===== src/rtl/ads1675_acq_ctrl.sv =====
// ADS1675 acquisition sequencer: power-up, settle, discard, counted/continuous capture into the FIFO, threshold IRQ.
// Optional ACQ_SEQTAG_EN puts an 8-bit write sequence tag in fifo_wr_data[31:24].
module ads1675_acq_ctrl #(
  parameter int unsigned SETTLE_CYCLES = 1024,
  parameter int unsigned DISCARD       = 4,
  parameter int unsigned LVL_W         = 12
) (
  input  logic             aclk,
  input  logic             areset,
  input  logic             cfg_enable,
  input  logic [31:0]      cfg_nsamples,
  input  logic [LVL_W-1:0] cfg_threshold,
  input  logic             irq_ack,
  input  logic             smp_valid,
  input  logic [23:0]      smp_data,
  input  logic [LVL_W-1:0] fifo_level,
  input  logic             fifo_full,
  output logic             fifo_wr_en,
  output logic [31:0]      fifo_wr_data,
  output logic             pown,
  output logic             start,
  output logic             busy,
  output logic             done,
  output logic             overflow,
  output logic             irq
);

  // state | meaning
  // IDLE  | ADC off, waiting for cfg_enable
  // POWER | pown high, settle timer running
  // SYNC  | start high, dropping filter-settling samples
  // RUN   | samples gated into the FIFO
  // DONE  | counted run complete, ADC powered, start low

  localparam int unsigned TMR_W = (SETTLE_CYCLES > 1) ? $clog2(SETTLE_CYCLES) : 1;
  localparam int unsigned DSC_W = (DISCARD > 0) ? $clog2(DISCARD + 1) : 1;
  localparam logic [TMR_W-1:0] TMR_LOAD = TMR_W'(SETTLE_CYCLES - 1);
  localparam logic [DSC_W-1:0] DSC_LOAD = DSC_W'(DISCARD);

  typedef enum logic [2:0] {
    S_IDLE,
    S_POWER,
    S_SYNC,
    S_RUN,
    S_DONE
  } state_t;

  state_t           state_q;
  logic [TMR_W-1:0] tmr_q;
  logic [DSC_W-1:0] dsc_q;
  logic [31:0]      cnt_q;
  logic [31:0]      cnt_d;
  logic             pown_q;
  logic             start_q;
  logic             busy_q;
  logic             done_q;
  logic             ovf_q;
  logic             wr_en_q;
  logic [31:0]      wr_data_q;
  logic [31:0]      wr_word;
  logic             irq_q;
  logic             armed_q;

  logic enter_power;
  logic run_smp;
  logic wr_take;
  logic last_smp;
  logic thr_hit;
  logic below_thr;

  assign enter_power = (state_q == S_IDLE) && cfg_enable;
  assign run_smp     = (state_q == S_RUN) && cfg_enable && smp_valid;
  assign wr_take     = run_smp && !fifo_full;

  // Saturating count so continuous mode never wraps back into a counted match.
  assign cnt_d    = (&cnt_q) ? cnt_q : cnt_q + 32'd1;
  assign last_smp = (cfg_nsamples != 32'd0) && (cnt_d >= cfg_nsamples);

`ifdef ACQ_SEQTAG_EN
  logic [7:0] tag_q;

  always_ff @(posedge aclk or posedge areset) begin
    if (areset) begin
      tag_q <= 8'd0;
    end else if (enter_power) begin
      tag_q <= 8'd0;
    end else if (wr_take) begin
      tag_q <= tag_q + 8'd1;
    end
  end

  assign wr_word = {tag_q, smp_data};
`else
  assign wr_word = {{8{smp_data[23]}}, smp_data};
`endif

  always_ff @(posedge aclk or posedge areset) begin
    if (areset) begin
      state_q   <= S_IDLE;
      tmr_q     <= '0;
      dsc_q     <= '0;
      cnt_q     <= '0;
      pown_q    <= 1'b0;
      start_q   <= 1'b0;
      busy_q    <= 1'b0;
      done_q    <= 1'b0;
      ovf_q     <= 1'b0;
      wr_en_q   <= 1'b0;
      wr_data_q <= '0;
    end else begin
      wr_en_q <= 1'b0;
      if (!cfg_enable) begin
        state_q <= S_IDLE;
        pown_q  <= 1'b0;
        start_q <= 1'b0;
        busy_q  <= 1'b0;
      end else begin
        unique case (state_q)
          S_IDLE: begin
            state_q <= S_POWER;
            tmr_q   <= TMR_LOAD;
            cnt_q   <= '0;
            pown_q  <= 1'b1;
            busy_q  <= 1'b1;
            done_q  <= 1'b0;
            ovf_q   <= 1'b0;
          end
          S_POWER: begin
            if (tmr_q == '0) begin
              state_q <= (DISCARD == 0) ? S_RUN : S_SYNC;
              dsc_q   <= DSC_LOAD;
              start_q <= 1'b1;
            end else begin
              tmr_q <= tmr_q - TMR_W'(1);
            end
          end
          S_SYNC: begin
            if (smp_valid) begin
              dsc_q <= dsc_q - DSC_W'(1);
              if (dsc_q == DSC_W'(1)) begin
                state_q <= S_RUN;
              end
            end
          end
          S_RUN: begin
            if (run_smp) begin
              cnt_q <= cnt_d;
              if (wr_take) begin
                wr_en_q   <= 1'b1;
                wr_data_q <= wr_word;
              end else begin
                ovf_q <= 1'b1;
              end
              if (last_smp) begin
                state_q <= S_DONE;
                start_q <= 1'b0;
                done_q  <= 1'b1;
              end
            end
          end
          S_DONE: begin
            start_q <= 1'b0;
          end
          default: begin
            state_q <= S_IDLE;
            pown_q  <= 1'b0;
            start_q <= 1'b0;
            busy_q  <= 1'b0;
          end
        endcase
      end
    end
  end

  assign thr_hit   = (cfg_threshold != '0) && (fifo_level >= cfg_threshold);
  assign below_thr = fifo_level < cfg_threshold;

  // Ack beats a simultaneous set; re-arming only happens once the level drops below threshold.
  always_ff @(posedge aclk or posedge areset) begin
    if (areset) begin
      irq_q   <= 1'b0;
      armed_q <= 1'b1;
    end else if (irq_ack) begin
      irq_q   <= 1'b0;
      armed_q <= 1'b0;
    end else begin
      if (armed_q && thr_hit) begin
        irq_q <= 1'b1;
      end
      if (below_thr) begin
        armed_q <= 1'b1;
      end
    end
  end

  assign fifo_wr_en   = wr_en_q;
  assign fifo_wr_data = wr_data_q;
  assign pown         = pown_q;
  assign start        = start_q;
  assign busy         = busy_q;
  assign done         = done_q;
  assign overflow     = ovf_q;
  assign irq          = irq_q;

endmodule


===== config.mk =====
export PLATFORM = sky130hd
export DESIGN_NAME = ads1675_acq_ctrl
export DESIGN_NICKNAME = d
export VERILOG_FILES = /design/src/rtl/ads1675_acq_ctrl.sv
export SDC_FILE = /design/constraint.sdc
export NUM_CORES = 1
export LEC_CHECK = 0
export BUFFER_PORTS_ARGS = -buffer_cell sky130_fd_sc_hd__buf_2
export CAP_MARGIN = 5
export CORE_ASPECT_RATIO = 0.7
export CORE_MARGIN = 1
export CORE_UTILIZATION = 35
export DETAILED_ROUTE_END_ITERATION = 10
export PLACE_DENSITY_LB_ADDON = 0.2
export SYNTH_ARGS = -nofsm -noshare
export SYNTH_HDL_FRONTEND = slang
export SYNTH_SLANG_ARGS = --single-unit

===== constraint.sdc =====
create_clock -name aclk -period 11.25 [get_ports aclk]
set_clock_uncertainty 0.05 [all_clocks]
set_input_delay 0.5625 -clock aclk [delete_from_list [all_inputs] [get_ports aclk]]
set_output_delay 0.5625 -clock aclk [all_outputs]
set_load 0.01 [all_outputs]

* Word-level counts from Yosys, hierarchy flattened *
Index checks and enable logic that the tools add are counted.

storage, ports and cells
  register bits = 79
  bits of input ports = 86
  output and inout port bits = 39
  logic and storage cells = 100

operators by class
  add/sub/neg operators = 3
  magnitude comparators = 3
  eq/ne operators = 19
  reductions and logical operators = 27
  muxes and demuxes = 36

operators by type and width
  operator                                              count
  2-to-1 mux 32 bit                                     2
  one-hot mux 32 bit (2 select lines)                   1
  adder 32 x 1 -> 32 bit (second input constant)        1
  >= comparator 32 bit                                  1
  AND reduction 32 bit                                  1
  nonzero test 32 bit                                   1
  2-to-1 mux 3 bit                                      8
  one-hot mux 10 bit (2 select lines)                   1
  AND reduction 4 bit                                   5
  inequality test 2 bit (second input constant)         9
  2-to-1 mux 1 bit                                      17
  inequality test 3 bit (second input constant)         5
  one-hot mux 3 bit (5 select lines)                    1
  >= comparator 12 bit                                  1
  < comparator 12 bit                                   1
  nonzero test 12 bit                                   1
  logical NOT 10 bit                                    1
  2-to-1 mux 10 bit                                     1
  nonzero test 2 bit                                    5
  subtractor 10 x 1 -> 10 bit (second input constant)   1
  equality test 3 x 1 -> 1 bit (second input constant)  2
  equality test 3 x 2 -> 1 bit (second input constant)  2
  logical AND 1 bit                                     6
  one-hot mux 1 bit (2 select lines)                    3
  other kinds (10)                                      11

* Longest topological paths before layout *
  depth in word-level cells = 8
  mapped depth = 16
  gate-level depth less buffers = 13

* Worst setup path before layout *
No wires, ideal clock.

  kind = reg2reg
  from = register cnt_q[2]
  to = register start_q (netlist: start)
  path buffers = 3
  library setup time = 0.141 ns
  slack = 7.657 ns
  cell stages (with the launch flop) = 17
  period minus slack after synthesis = 3.593 ns
  required time = 11.059 ns
  arrival = 3.402 ns
  cells stage by stage = dfrtp_1 buf_2 and4_1 buf_6 and3_1 and4_1 buf_2 nor2_4 nand3_1 xnor2_1 ha_1 nand4_1 or4_1 o32a_1 a211oi_2 o21a_1 a31oi_1

between the ends
  word-level cells in the longest chain between the ends = 6
  elaborated cells between the ends (all ways) = 7
  classes of those cells = 1 x add/sub; 1 x order compare; 1 x eq/ne; 1 x mux; 3 x reduce/logical

RTL lines
  element                                                                RTL line  text
  start: declaration                                                     51        logic [31:0] cnt_q;
  start signal: assignment                                               147       cnt_q <= cnt_d;
  adder 32 x 1 -> 32 bit / AND reduction 32 bit (equally long branches)  76        assign cnt_d = (&cnt_q) ? cnt_q : cnt_q + 32'd1;
  2-to-1 mux 32 bit *                                                    76
  >= comparator 32 bit *                                                 77        assign last_smp = (cfg_nsamples != 32'd0) && (cnt_d >= cfg_nsamples);
  logical AND 1 bit *                                                    77
  inequality test 3 bit (no line) *                                      -
  AND reduction 4 bit (no line) *                                        -
  end signal: assignment                                                 104       start_q <= 1'b0;
  end signal: assignment                                                 115       start_q <= 1'b0;
  end signal: assignment                                                 132       start_q <= 1'b1;
  end: declaration                                                       54        logic start_q;

Every way passes the cells marked *; elsewhere a longest branch is shown, timed or not.
A chain may end at the register's enable or synchronous reset.

* Worst setup path in the final report *
Ends and elaborated chain as after synthesis.

==> reports/qor.csv <==
stage,metric,value,unit
run_status,outcome,"finished, final reports clean",
setup_path,element type at the critical path end,register,
drt,number of DRC violations after detailed routing,0,
sta,slew margin rel.,24.1,%
die,row count,38,
grt,total overflow reported by the global router,0,
setup_path,count of cells along the worst register-to-register path,12,
setup_path,critical path class,reg -> reg,
drt,detailed-route vias per instance,5.32,
sta,unrepaired setup endpoints after global routing,false,
setup_path,delay of the slowest critical-path stage,0.57,ns
job,count of maximum capacitance violations,0,
clock_tree,count of cells resized by post-cts repair,0,
power,P_int,0.497,mW
clock_tree,Root Buffer,sky130_fd_sc_hd__clkbuf_16,
setup_path,data required time of the critical path,11.40,ns
synth,flip-flop cell with the highest count after synthesis,sky130_fd_sc_hd__dfrtp_1,
synth,synthesized instance count,643,
cells_and_area,Post-Layout Inst Area,6810,sq um
die,total core area,15800,sq um
placement,Placement Cell Area,6500,sq um
sta,Finish-stage setup viols,0,
synth,yosys warns,0,
power,sequential share of power,44.0,%
synth,synthesized area per cell,8.95,sq um
synth,flip-flop and latch count after synthesis,79,
placement,Placer Congestion,0.847,
clock_tree,H-tree depth reported by CTS,3,
setup_path,launching element type of the critical path,register,
drt,final routed wire length divided by cell count,15.5,um
setup_path,RR Startpoint,cnt_q[2],
clock_tree,"Clk pin slew, worst setup/hold paths",0.06,ns
synth,post-synth top area share,33.9,%
hold_path,path category of the worst min-delay check,in -> reg,
setup_path,capture point of the worst path,start,
setup_path,data arrival time of the critical path,4.50,ns
sta,slew of the pin with the lowest slew margin,1.14,ns
grt,total routing resource utilization after global routing,18.5,%
setup_path,critical register-to-register path endpoint,start,
die,Die X-Extent,155,um
setup_path,CP Max Fanout,17,
placement,number of buffers inserted by port buffering,124,
synth,top cell types by occurrence after synthesis,"78 x sky130_fd_sc_hd__dfrtp_1, 59 x sky130_fd_sc_hd__inv_1, 58 x sky130_fd_sc_hd__nand2_1, 48 x sky130_fd_sc_hd__ha_1, 40 x sky130_fd_sc_hd__a21oi_1",
cells_and_area,number of antenna cells inserted,0,
synth,"EDFF count, synth",0,
synth,portion of the post-synthesis area used by sequential elements,34.4,%
sta,worst setup slack after layout,6.91,ns
die,Total Die Area,17000,sq um
synth,top-count cell post-synth,sky130_fd_sc_hd__dfrtp_1,
placement,Final HPWL DP,11.7,mm
setup_path,WP depth,12,
sta,final period demand of the worst path,4.34,ns
grt,global-route wire length before repair,24.6,mm
die,starting utilization of the core area,36.5,%
clock_tree,buffers inserted by post-CTS timing repair,0,
placement,setup slack after placement,6.90,ns
drt,sum of routed wire length over all layers,15.1,mm
clock_tree,clock sink count,79,
cells_and_area,final-stage net count,884,
cells_and_area,ratio of cells with drive above 1 in the final layout,24.9,%
grt,number of antenna violations at the first check in global routing,0,
clock_tree,CTS tree,done,
die,die span in y,109,um
sta,setup TNS,0,ns
power,part of the power in the clock network,45.9,%
drt,total vias in the final route,5190,
clock_tree,number of buffers inserted by hold repair at cts,0,
clock_tree,insertion delay of the later-clocked pin in the worst-skew pair,0.35,ns
cells_and_area,"Area growth, synth to finish",18.3,%
die,Top-Level Pins,125,
sta,maximum achievable frequency,230,MHz
drt,initial DRC count,343,
setup_path,startpoint of the most critical setup path,cnt_q[2],
power,leakage power summed over all cells,3.34,nW
drt,number of search-and-repair iterations in the first detailed-routing pass,5,
power,switching part of the total,25.8,%
sta,worst hold slack after final layout,0.304,ns
power,Peak VDD IR,69.5,uV
power,net load switching power,0.173,mW
synth,Async SR Flop Fraction,100,%
power,power density normalized to cell area,98.3,nW/um^2
grt,pin count of the biggest net entering global routing,80,
sta,endpoints failing hold,0,
setup_path,Critical Path Slowest Stage Cell,sky130_fd_sc_hd__or4_1,
synth,total standard cell area after synthesis,5760,sq um
sta,final count of pins violating max slew,0,
setup_path,buffers plus inverters on the worst setup path,0,
synth,post-synth top area cell,sky130_fd_sc_hd__dfrtp_1,
drt,antenna violation net count after detailed routing,0,
sta,Final period util,38.6,%
clock_tree,number of buffers added by the clock tree synthesis step,9,
setup_path,worst setup slack for register-to-register paths,6.91,ns
synth,synth unique cells,64,
setup_path,"Cell Chain, Critical Path",and4_1 > and3_1 > nand4_2 > nand2b_1 > xnor2_1 > ha_1 > nand4_1 > or4_1 > o32a_1 > a211oi_2 > o21a_1 > a31oi_1,
synth,number of nets produced by synthesis,777,
power,Logic pwr share,10.0,%
synth,largest cells by area after synthesis,"sky130_fd_sc_hd__dfrtp_1 34%, sky130_fd_sc_hd__ha_1 10%, sky130_fd_sc_hd__mux2_2 4.9%, sky130_fd_sc_hd__inv_1 3.8%, sky130_fd_sc_hd__xnor2_1 3.8%",
setup_path,family with the most delay on the worst path,simple AND/OR/NAND/NOR gates,
clock_tree,maximum count of clock buffers along a single path,2,
grt,vias in the first global route,4925,
-- flip-flops by register name, summed over array words and instances, names as in the netlist --
register / flops
armed_q: 1
busy: 1
cnt_q: 32
done: 1
dsc_q: 3
fifo_wr_data: 24
fifo_wr_en: 1
irq: 1
overflow: 1
start: 1
state_q: 3
tmr_q: 10
-- cells in the final DEF (no fill, tap or decap), drive strengths merged, types with 3 or more instances in the layout --
cell type	n
a21o	4
a21oi	40
a31oi	15
a41oi	6
and2	7
and3	14
and4	7
buf	129
clkbuf	9
dfrtp	78
ha	48
inv	63
mux2	25
mux2i	3
nand2	59
nand2b	7
nand3	22
nand4	18
nor2	34
nor2b	4
nor3	10
nor4	18
o21a	3
o21ai	43
o31ai	14
or3	7
xnor2	25
xor2	12
-- metrics by stage --
stage	std cells	power (mW)	util [%]
floorplan	643	0.336	-
global placement	959	0.365	41.2
detailed placement	959	0.368	41.2
CTS	975	0.681	43.1
global route	975	0.703	43.1
finish	975	0.670	43.1
-- how the worst min path moves through the flow --
| stage | start | end | slack (ns) | cells after the start |
|---|---|---|---|---|
| floorplan | armed_q | armed_q | 0.39 | 2 |
| global placement | armed_q | armed_q | 0.40 | 2 |
| detailed placement | armed_q | armed_q | 0.41 | 2 |
| CTS | irq_ack | armed_q | 0.29 | 2 |
| global route | irq_ack | armed_q | 0.29 | 2 |
| finish | irq_ack | armed_q | 0.30 | 2 |
-- area by class of cell --
type / instances / area (sq um)
inverter: 59 / 221
sequential: 79 / 1980
clock inverter: 7 / 87.6
tap: 220 / 275
fill: 1580 / 8980
multi-input combinational: 472 / 3360
timing repair buffer: 129 / 658
clock buffer: 9 / 225
-- logic make-up (layout without fill, tap and decap cells) --
kind of cell / count (synthesis) / after routing / synth area share (%)
adders and majority gates: 49 / 49 / 10.6
xor gates and xnor gates: 37 / 37 / 5.63
muxes: 28 / 28 / 5.41
buffers and inverters: 92 / 204 / 7.20
DFF: 79 / 79 / 34.4
AOI/OAI and AO/OA: 146 / 146 / 16.0
and+or+nand+nor: 212 / 212 / 20.7
-- layer usage --
metal,share of wire [%],GRT usage [%],routed length [um]
met1,50,25.9,7490
met3,6.5,4.49,984
met2,43,28.9,6480
met4,1.0,4.62,151
met5,0,0,0
-- power by group through the flow --
stage / Sequential (mW) / Clock (mW) / Combinational [mW]
global route: 0.296 / 0.330 / 0.0771
floorplan: 0.300 / 0 / 0.0353
finish: 0.295 / 0.308 / 0.0672
global placement: 0.300 / 0 / 0.0656
CTS: 0.295 / 0.317 / 0.0685
detailed placement: 0.300 / 0 / 0.0681
Power figures use the tool's default switching activity.
